File: src/rtl/uart_rx_edge_bit_sampler_pkg.sv
// Shared definitions for the UART RX edge/bit sampler: sampler state encoding,
// prescale floor, bit counter width and the stop-bit index helper.
package uart_rx_edge_bit_sampler_pkg;

  typedef enum logic [2:0] {
    SMP_WAIT = 3'd0,
    SMP_S1   = 3'd1,
    SMP_S2   = 3'd2,
    SMP_S3   = 3'd3,
    SMP_VOTE = 3'd4
  } smp_state_e;

  localparam int unsigned P_MIN     = 8;
  localparam int unsigned BIT_CNT_W = 4;

  // Index of the stop bit: start(0) + data bits + optional parity.
  function automatic logic [BIT_CNT_W-1:0] last_bit_index(input int unsigned data_w,
                                                          input logic        parity_en);
    last_bit_index = BIT_CNT_W'(data_w + 1) + {{(BIT_CNT_W-1){1'b0}}, parity_en};
  endfunction

endpackage

File: src/rtl/uart_rx_sync2.sv
// Two-flop synchronizer for the serial line; both stages reset to the idle level (1).
module uart_rx_sync2 (
  input  logic clk,
  input  logic rst,
  input  logic d,
  output logic q
);

  logic meta_q, meta_d;
  logic sync_q, sync_d;

  always_comb begin
    meta_d = d;
    sync_d = meta_q;
  end

  always_ff @(posedge clk or posedge rst) begin
    if (rst) begin
      meta_q <= 1'b1;
      sync_q <= 1'b1;
    end else begin
      meta_q <= meta_d;
      sync_q <= sync_d;
    end
  end

  assign q = sync_q;

endmodule

File: src/rtl/uart_rx_edge_bit_sampler.sv
// UART RX oversampling counters plus 3-sample majority-vote bit recovery.
// Define UART_RX_SYNC_EN to insert a 2-flop synchronizer on rx_in.
module uart_rx_edge_bit_sampler
  import uart_rx_edge_bit_sampler_pkg::*;
#(
  parameter int unsigned PRESCALE_W = 6,
  parameter int unsigned DATA_W     = 8
) (
  input  logic                  clk,
  input  logic                  rst,
  input  logic                  rx_in,
  input  logic [PRESCALE_W-1:0] prescale,
  input  logic                  parity_en,
  input  logic                  counter_enable,
  input  logic                  sampler_enable,
  output logic [PRESCALE_W-1:0] edge_count,
  output logic [BIT_CNT_W-1:0]  bit_count,
  output logic                  sampled_bit,
  output logic                  sample_valid,
  output logic                  noise_flag
);

  localparam logic [PRESCALE_W-1:0] P_FLOOR = PRESCALE_W'(P_MIN);

  logic line;

`ifdef UART_RX_SYNC_EN
  uart_rx_sync2 u_sync (
    .clk (clk),
    .rst (rst),
    .d   (rx_in),
    .q   (line)
  );
`else
  assign line = rx_in;
`endif

  logic [PRESCALE_W-1:0] p_q, p_d, p_req;
  logic [PRESCALE_W-1:0] half;
  logic [PRESCALE_W-1:0] edge_count_q, edge_count_d;
  logic [BIT_CNT_W-1:0]  bit_count_q, bit_count_d;
  logic [BIT_CNT_W-1:0]  last_idx;
  logic                  edge_last;

  // Prescale is even-only with a floor; frozen while a frame is being counted.
  always_comb begin
    p_req = prescale & ~PRESCALE_W'(1);
    if (p_req < P_FLOOR) begin
      p_req = P_FLOOR;
    end
    p_d = counter_enable ? p_q : p_req;
  end

  assign half      = p_q >> 1;
  assign last_idx  = last_bit_index(DATA_W, parity_en);
  assign edge_last = (edge_count_q == (p_q - PRESCALE_W'(1)));

  always_comb begin
    edge_count_d = '0;
    bit_count_d  = '0;
    if (counter_enable) begin
      if (edge_last) begin
        edge_count_d = '0;
        bit_count_d  = (bit_count_q >= last_idx) ? '0 : bit_count_q + BIT_CNT_W'(1);
      end else begin
        edge_count_d = edge_count_q + PRESCALE_W'(1);
        bit_count_d  = bit_count_q;
      end
    end
  end

  smp_state_e state_q, state_d;
  logic       s1_q, s1_d;
  logic       s2_q, s2_d;
  logic       sampled_bit_q, sampled_bit_d;
  logic       sample_valid_q, sample_valid_d;
  logic       noise_flag_q, noise_flag_d;
  logic       run;
  logic       vote_maj;
  logic       vote_noise;

  assign run        = counter_enable & sampler_enable;
  assign vote_maj   = (s1_q & s2_q) | (s1_q & line) | (s2_q & line);
  assign vote_noise = ~((s1_q == s2_q) && (s2_q == line));

  // The third sample is folded straight into the vote so the result registers
  // as the FSM enters VOTE, making the strobe coincide with edge_count = H+2.
  always_comb begin
    state_d        = state_q;
    s1_d           = s1_q;
    s2_d           = s2_q;
    sampled_bit_d  = sampled_bit_q;
    sample_valid_d = 1'b0;
    noise_flag_d   = noise_flag_q;
    case (state_q)
      SMP_WAIT: begin
        if (run && (edge_count_q == (half - PRESCALE_W'(2)))) begin
          state_d = SMP_S1;
        end
      end
      SMP_S1: begin
        if (!run) begin
          state_d = SMP_WAIT;
        end else begin
          s1_d    = line;
          state_d = SMP_S2;
        end
      end
      SMP_S2: begin
        if (!run) begin
          state_d = SMP_WAIT;
        end else begin
          s2_d    = line;
          state_d = SMP_S3;
        end
      end
      SMP_S3: begin
        if (!run) begin
          state_d = SMP_WAIT;
        end else begin
          sampled_bit_d  = vote_maj;
          noise_flag_d   = vote_noise;
          sample_valid_d = 1'b1;
          state_d        = SMP_VOTE;
        end
      end
      SMP_VOTE: begin
        state_d = SMP_WAIT;
      end
      default: begin
        state_d = SMP_WAIT;
      end
    endcase
  end

  always_ff @(posedge clk or posedge rst) begin
    if (rst) begin
      p_q            <= P_FLOOR;
      edge_count_q   <= '0;
      bit_count_q    <= '0;
      state_q        <= SMP_WAIT;
      s1_q           <= 1'b1;
      s2_q           <= 1'b1;
      sampled_bit_q  <= 1'b1;
      sample_valid_q <= 1'b0;
      noise_flag_q   <= 1'b0;
    end else begin
      p_q            <= p_d;
      edge_count_q   <= edge_count_d;
      bit_count_q    <= bit_count_d;
      state_q        <= state_d;
      s1_q           <= s1_d;
      s2_q           <= s2_d;
      sampled_bit_q  <= sampled_bit_d;
      sample_valid_q <= sample_valid_d;
      noise_flag_q   <= noise_flag_d;
    end
  end

  assign edge_count   = edge_count_q;
  assign bit_count    = bit_count_q;
  assign sampled_bit  = sampled_bit_q;
  assign sample_valid = sample_valid_q;
  assign noise_flag   = noise_flag_q;

endmodule
File: config.mk
export PLATFORM = sky130hd
export DESIGN_NAME = uart_rx_edge_bit_sampler
export DESIGN_NICKNAME = d
export VERILOG_FILES = /design/src/rtl/uart_rx_edge_bit_sampler_pkg.sv /design/src/rtl/uart_rx_sync2.sv /design/src/rtl/uart_rx_edge_bit_sampler.sv
export SDC_FILE = /design/constraint.sdc
export NUM_CORES = 1
export LEC_CHECK = 0
export CAP_MARGIN = 20
export CORE_MARGIN = 2
export CORE_UTILIZATION = 40
export DETAILED_ROUTE_END_ITERATION = 16
export GPL_TIMING_DRIVEN = 0
export PLACE_DENSITY = 0.66
export SLEW_MARGIN = 10
export SYNTH_ARGS = -nofsm -noshare
export SYNTH_HDL_FRONTEND = slang
export SYNTH_SLANG_ARGS = --single-unit
File: constraint.sdc
create_clock -name clk -period 2 [get_ports clk]
set_input_delay 0.4 -clock clk [delete_from_list [all_inputs] [get_ports clk]]
set_output_delay 0.4 -clock clk [all_outputs]
set_load 0.005 [all_outputs]
==> metrics.md <==
| Metric | Value |
|---|---|
| Number of cells produced by synthesis | `135` |
| Clock buffer depth | `2` |
| Half-perimeter wire length after placement | `2089 um` |
| Routed via count | `1,088` |
| Die Area | `0.003842 sq mm` |
| Max stage delay cell, worst path | `sky130_fd_sc_hd__dfstp_2` |
| Run status | `finished clean` |
| Total wire length after detailed routing | `2973 um` |
| Sequential standard cell area | `581.8 sq um` |
| Leakage Power | `0.0007497 uW` |
| Post-synth top area share | `35.35%` |
| Worst setup path class | `register to register` |
| Detailed-routing iteration count for the pre-antenna-repair pass | `4` |
| Horiz. Die Dim | `61.99 um` |
| MaxCap Viol Count | `0` |
| Count of input and output buffers | `23` |
| Seq/Total Area, Yosys | `43.16%` |
| Total I/O pin count | `25` |
| Power per cell area | `549.7 mW/mm^2` |
| Count of flip-flops with a built-in enable after synthesis | `0` |
| Total global-route track usage | `17.24%` |
| Area used by multi-input combinational logic | `757.0 sq um` |
| Pin count of the biggest net entering global routing | `24` |
| Setup skew after layout | `5.429 ps` |
| Clock period minus final worst setup slack | `1891 ps` |
| Area of the placeable core | `0.003284 sq mm` |
| Most frequently used cell type in the post-synthesis netlist | `sky130_fd_sc_hd__dfrtp_1` |
| Remaining design rule violation count | `0` |
| CP top delay family | `compound AO/OA/AOI/OAI gates` |
| Library cells used by synthesis | `37` |
| Final weighted congestion in routability-driven placement | `0.7189` |
| Unrepaired setup endpoints after global routing | `false` |
| Count of fill cells added during filler insertion | `307` |
| Largest cells by area after synthesis | `sky130_fd_sc_hd__dfrtp_1, sky130_fd_sc_hd__ha_1, sky130_fd_sc_hd__dfstp_2` |
| Final Hold Viols | `0` |
| Remaining antenna violation count after routing | `0` |
| CTS tree | `yes` |
| Nets | `190` |
| Num rows | `21` |
| Crit path required time | `2200 ps` |
| Detail-routed net length per standard cell | `13.89 um` |
| Max VDD drop | `0.2518 mV` |
| Arrival time at the worst endpoint | `2090 ps` |
| Count of yosys warnings during synthesis | `0` |
| Root buffer selected by CTS | `sky130_fd_sc_hd__clkbuf_4` |
| CTS H-tree lvls | `1` |
| Syn_area_per_cell | `9.963 sq um` |
| First-pass GRT wire length | `4816 um` |
| Highest attainable clock frequency | `528.8 MHz` |
| Post-route worst setup slack | `109.0 ps` |
| Overall power consumption | `959.5 uW` |
| Vias in the first global route | `1,077` |
| Sum of overflow across all layers after global routing | `0` |
| Final-layout worst hold slack | `500.8 ps` |
| Starting density of the core | `40.95%` |
| Worst Setup Slack post-DPL | `-99.87 ps` |
| Crit path cell chain | `inv_1 -> ha_2 -> a21boi_1 -> xnor2_2 -> o2111ai_4 -> o211ai_1 -> o21ai_1` |
| Fraction of final layout cells with drive strength greater than 1 | `17.86%` |
| Measured slew at the worst slew-check pin | `908.7 ps` |
| Worst Path Max Fanout | `5` |
| Via density per instance | `5.084` |
| Post-synth top flop | `sky130_fd_sc_hd__dfrtp_1` |
| Post-synth top area cell | `sky130_fd_sc_hd__dfrtp_1` |
| Most frequent cells after synthesis | `sky130_fd_sc_hd__dfrtp_1, sky130_fd_sc_hd__nor2_1, sky130_fd_sc_hd__nand2_1` |
| Post-Synthesis Net Count | `156` |
| Clock latency reported for the late side of the worst-skew pair | `310 ps` |
| Count of hold buffers inserted by post-cts repair | `0` |
| Startpoint type of the worst setup path | `register` |
| Count of buffering cells on the critical path with inverters included | `1` |
| Cell area after technology mapping | `0.001345 sq mm` |
| DRC marker count from the first detailed-route iteration | `30` |
| Normalized max-slew margin | `39.35%` |
| Number of cell instances on the worst register-to-register path | `7` |
| Post-synthesis async set-or-reset flop share | `100.0%` |
| Final cycle utilization of the critical path | `94.55%` |
| Total setup violations reported at the end of the flow | `0` |
| Sink count of the clock tree | `23` |
| Number of inserted diodes | `0` |
| Worst stage delay on the critical path | `550 ps` |
| Area delta synth->final | `29.77%` |
| Vert. Die Dim | `61.99 um` |
| Seq cells post-synth | `23` |
| Number of antenna violations at the first check in global routing | `0` |
| Pins Over Slew Limit | `0` |
| CP Capture Type | `register` |
| CTS Buf Count | `3` |
| Path class of the lowest-slack min-delay path | `register to register` |
| Final Core Density | `53.14%` |
| Path length in cells of the critical path | `7` |
| Hold Path Stages | `2` |
| Register clock-pin slew on the reported worst setup and hold paths | `130 ps` |
## layout by cell type (no fill, tap or decap), drive strengths merged
cell type and instances:
and4bb 1, xor2 5, a211o 1, mux2 4
ha 9, o2111ai 3, a2bb2oi 1, nand3b 1
o21ba 1, nand2 13, nor2 14, or3 1
and3 1, clkdlybuf4s50 23, nor3 2, dfstp 4
a21oi 2, o221a 1, a221oi 1, o21ai 10
inv 8, buf 7, nand4b 1, nor4b 1
nor2b 1, clkbuf 7, xnor2 11, nand3 10
and3b 1, a21boi 1, o211ai 1, dfrtp 19
nand2b 1, a211oi 1
## power breakdown
group	total (uW)	switching (uW)	internal (uW)
combinational	233	117	116
clock	215	137	77.8
sequential	512	22.3	490
## logic make-up (layout without fill, tap and decap cells)
group / Yosys count / in the layout / synth area share, %
buf+inv: 13 / 45 / 4.093
mux: 4 / 4 / 3.349
compound gates: 22 / 23 / 12.74
simple gates: 48 / 48 / 17.86
fa+ha+maj: 9 / 9 / 8.372
xor+xnor: 16 / 16 / 10.42
flops: 23 / 23 / 43.16
## routing by layer
metal | up-vias | global-route usage [%] | wire length (um)
li1 | 534 | - | -
met4 | 0 | 6.383 | 34
met3 | 4 | 3.520 | 81
met5 | - | 0 | 0
met2 | 19 | 27.23 | 1392
met1 | 531 | 23.32 | 1465
## state kept, by name, indices dropped and copies added, names as in the netlist, 3 cells and up
name / cells
edge_count: 6
bit_count: 4
p_q: 5
state_q: 3
## area by class of cell
class,instances,share of cell area (%)
timing repair buffer,28,15.34
tap,46,3.297
multi-input combinational,100,43.37
clock buffer,4,1.505
sequential,23,33.33
inverter,8,1.720
buffer,5,1.434
## path summary, 6_finish.rpt
| check | startpoint | end | slack [ps] |
|---|---|---|---|
| worst min register to register | sampled_bit | sampled_bit | 500 |
| min in group asynchronous | rst | edge_count[0] | 580 |
| worst min-delay path | sampled_bit | sampled_bit | 500 |
| worst max-delay path | p_q[3] | bit_count[2] | 110 |
| max in group asynchronous | rst | p_q[1] | 820 |
| worst max register to register | p_q[3] | bit_count[2] | 110 |
## tightest hold or removal path: stages, from the launching register on
cell                      delay [ps]
sky130_fd_sc_hd__dfstp_2         390
sky130_fd_sc_hd__nand2_1          40
sky130_fd_sc_hd__o21ai_0          70
## stage by stage
stage	TNS, ps	area, sq um	std cells
4_1_cts	0	1709	211
5_1_grt	0	1745	214
6_report	0	1745	214
3_5_place_dp	-384.8	1633	204
3_3_place_gp	-169.7	1633	204
2_1_floorplan	0	1345	135
## what timing repair did
item / in CTS / in global routing
setup buffers: 2 / 3
pin swaps: 1 / 3
setup endpoints to repair: 2 / 9
gates cloned: 1 / 0
gates resized for setup: 3 / 4
Note: power is estimated with default switching activity, not from simulation.
==> variant (config.mk and constraints unchanged) <==
The 5 states of `smp_state_e` get a one-hot encoding in 5 bits.
--- a/src/rtl/uart_rx_edge_bit_sampler_pkg.sv
+++ b/src/rtl/uart_rx_edge_bit_sampler_pkg.sv
@@ -2,12 +2,12 @@
 // prescale floor, bit counter width and the stop-bit index helper.
 package uart_rx_edge_bit_sampler_pkg;
 
-  typedef enum logic [2:0] {
-    SMP_WAIT = 3'd0,
-    SMP_S1   = 3'd1,
-    SMP_S2   = 3'd2,
-    SMP_S3   = 3'd3,
-    SMP_VOTE = 3'd4
+  typedef enum logic [4:0] {
+    SMP_WAIT = 5'b00001,
+    SMP_S1   = 5'b00010,
+    SMP_S2   = 5'b00100,
+    SMP_S3   = 5'b01000,
+    SMP_VOTE = 5'b10000
   } smp_state_e;
 
   localparam int unsigned P_MIN     = 8;
Check against the original RTL: same outputs for any inputs over 10 cycles, from zero or initial values and one cycle with rst high; not proved beyond that.
==> variant against the original RTL <==
Final area up 6.9%. Power up 2.4%. Global-route usage down 1.8 points. Die area up 5.1%. Sequential cell count up 2. Setup slack worse by 0.014 ns. Critical path depth unchanged. Clock power up 7%. Wire length down 4.2%. Synthesized area up 5.5%. Critical endpoint is now edge_count[1].
==> variant: results (changes against the original RTL) <==
* Largest net degree at the start of global routing at 26 (+8.3%)
* Synth top cells by count: dfrtp_1, nor2_1, ha_1, inv_1, xnor2_1
* Worst vdd ir at 375 uV (+49%)
* CP top delay family: simple AND/OR/NAND/NOR gates
* Slowest cell on crit path: dfrtp_1
* Xor and xnor area share after synthesis at 9.88% (-0.54 points)
* Sequential share of power at 55.1% (+1.7 points)
* Min Hold Slack at 0.323 ns (-0.178 ns)
* Multiplexer area fraction after synthesis at 5.29% (+1.9 points)
* Comb. pwr at 0.212 mW (-9.0%)
* # fillers at 325 (+5.9%)
* Leak at 0.802 nW (+7.0%)
* Total Routing Usage GR at 15.4% (-1.8 points)
* Post-CTS setup buffers at 4 (+2)
* Clock skew at 0.00193 ns (-0.00350 ns)
* Sequential fraction of the synthesis area at 44.5% (+1.4 points)
* First-pass GRT wire length at 4.93 mm (+2.3%)
* CP max stage delay at 0.39 ns (-0.16 ns)
* Worst Hold Class: in2async
* DRT Wirelength at 2.85 mm (-4.2%)
* DRT met1 WL at 1.36 mm (-7.2%)
* Placed insts at 209 (+2.5%)
* Layout Cells excl Fill at 219 (+2.3%)
* Post-CTS resize count at 2 (-1)
* Post-Synth Adder-Cell Area at 7.94% (-0.44 points)
* Routability cong. at 0.818 (+14%)
* Fraction of the mapped netlist area in compound gates at 9.52% (-3.2 points)
* Avg Cell Area, Syn at 10.1 um^2 (+1.7%)
* Pwr Density at 527 nW/um^2 (-4.2%)
* Placed Instance Area at 1710 um^2 (+4.5%)
* Slew HR at 61.1% (+22 points)
* Post-DP HPWL at 2.09 mm (about the same)
* Status: complete, no violations
* Final net count at 195 (+2.6%)
* WP data arrival at 2.13 ns (+0.04 ns)
* Layout cell share with drive strength beyond 1 at 17.3% (-0.52 points)
## variant: routing by layer
| layer | up-vias | track usage, % |
|---|---|---|
| met5 | - | 0 |
| met4 | 0 | 4.89 |
| met3 | 4 | 2.32 |
| met2 | 21 | 25.0 |
| met1 | 549 | 21.2 |
| li1 | 552 | - |
## variant: worst max-delay path by stage
stage | cells past startpoint | slack (ns) | endpoint
final | 7 | 0.09 | edge_count[1]
after global routing | 8 | 0.003 | edge_count[1]
after CTS | 8 | 0.02 | bit_count[3]
after detailed placement | 6 | -0.18 | noise_flag
after global placement | 6 | -0.16 | sampled_bit
after floorplan | 7 | 0.11 | bit_count[3]
## variant: layout make-up
class / instances / area [um^2] / area share (%)
multi-input combinational: 100 / 777 / 41.6
sequential: 25 / 632 / 33.9
timing repair buffer: 29 / 295 / 15.8
tap: 46 / 57.6 / 3.09
buffer: 6 / 37.5 / 2.01
inverter: 9 / 36.3 / 1.95
clock buffer: 3 / 22.5 / 1.21
clock inverter: 1 / 7.51 / 0.402
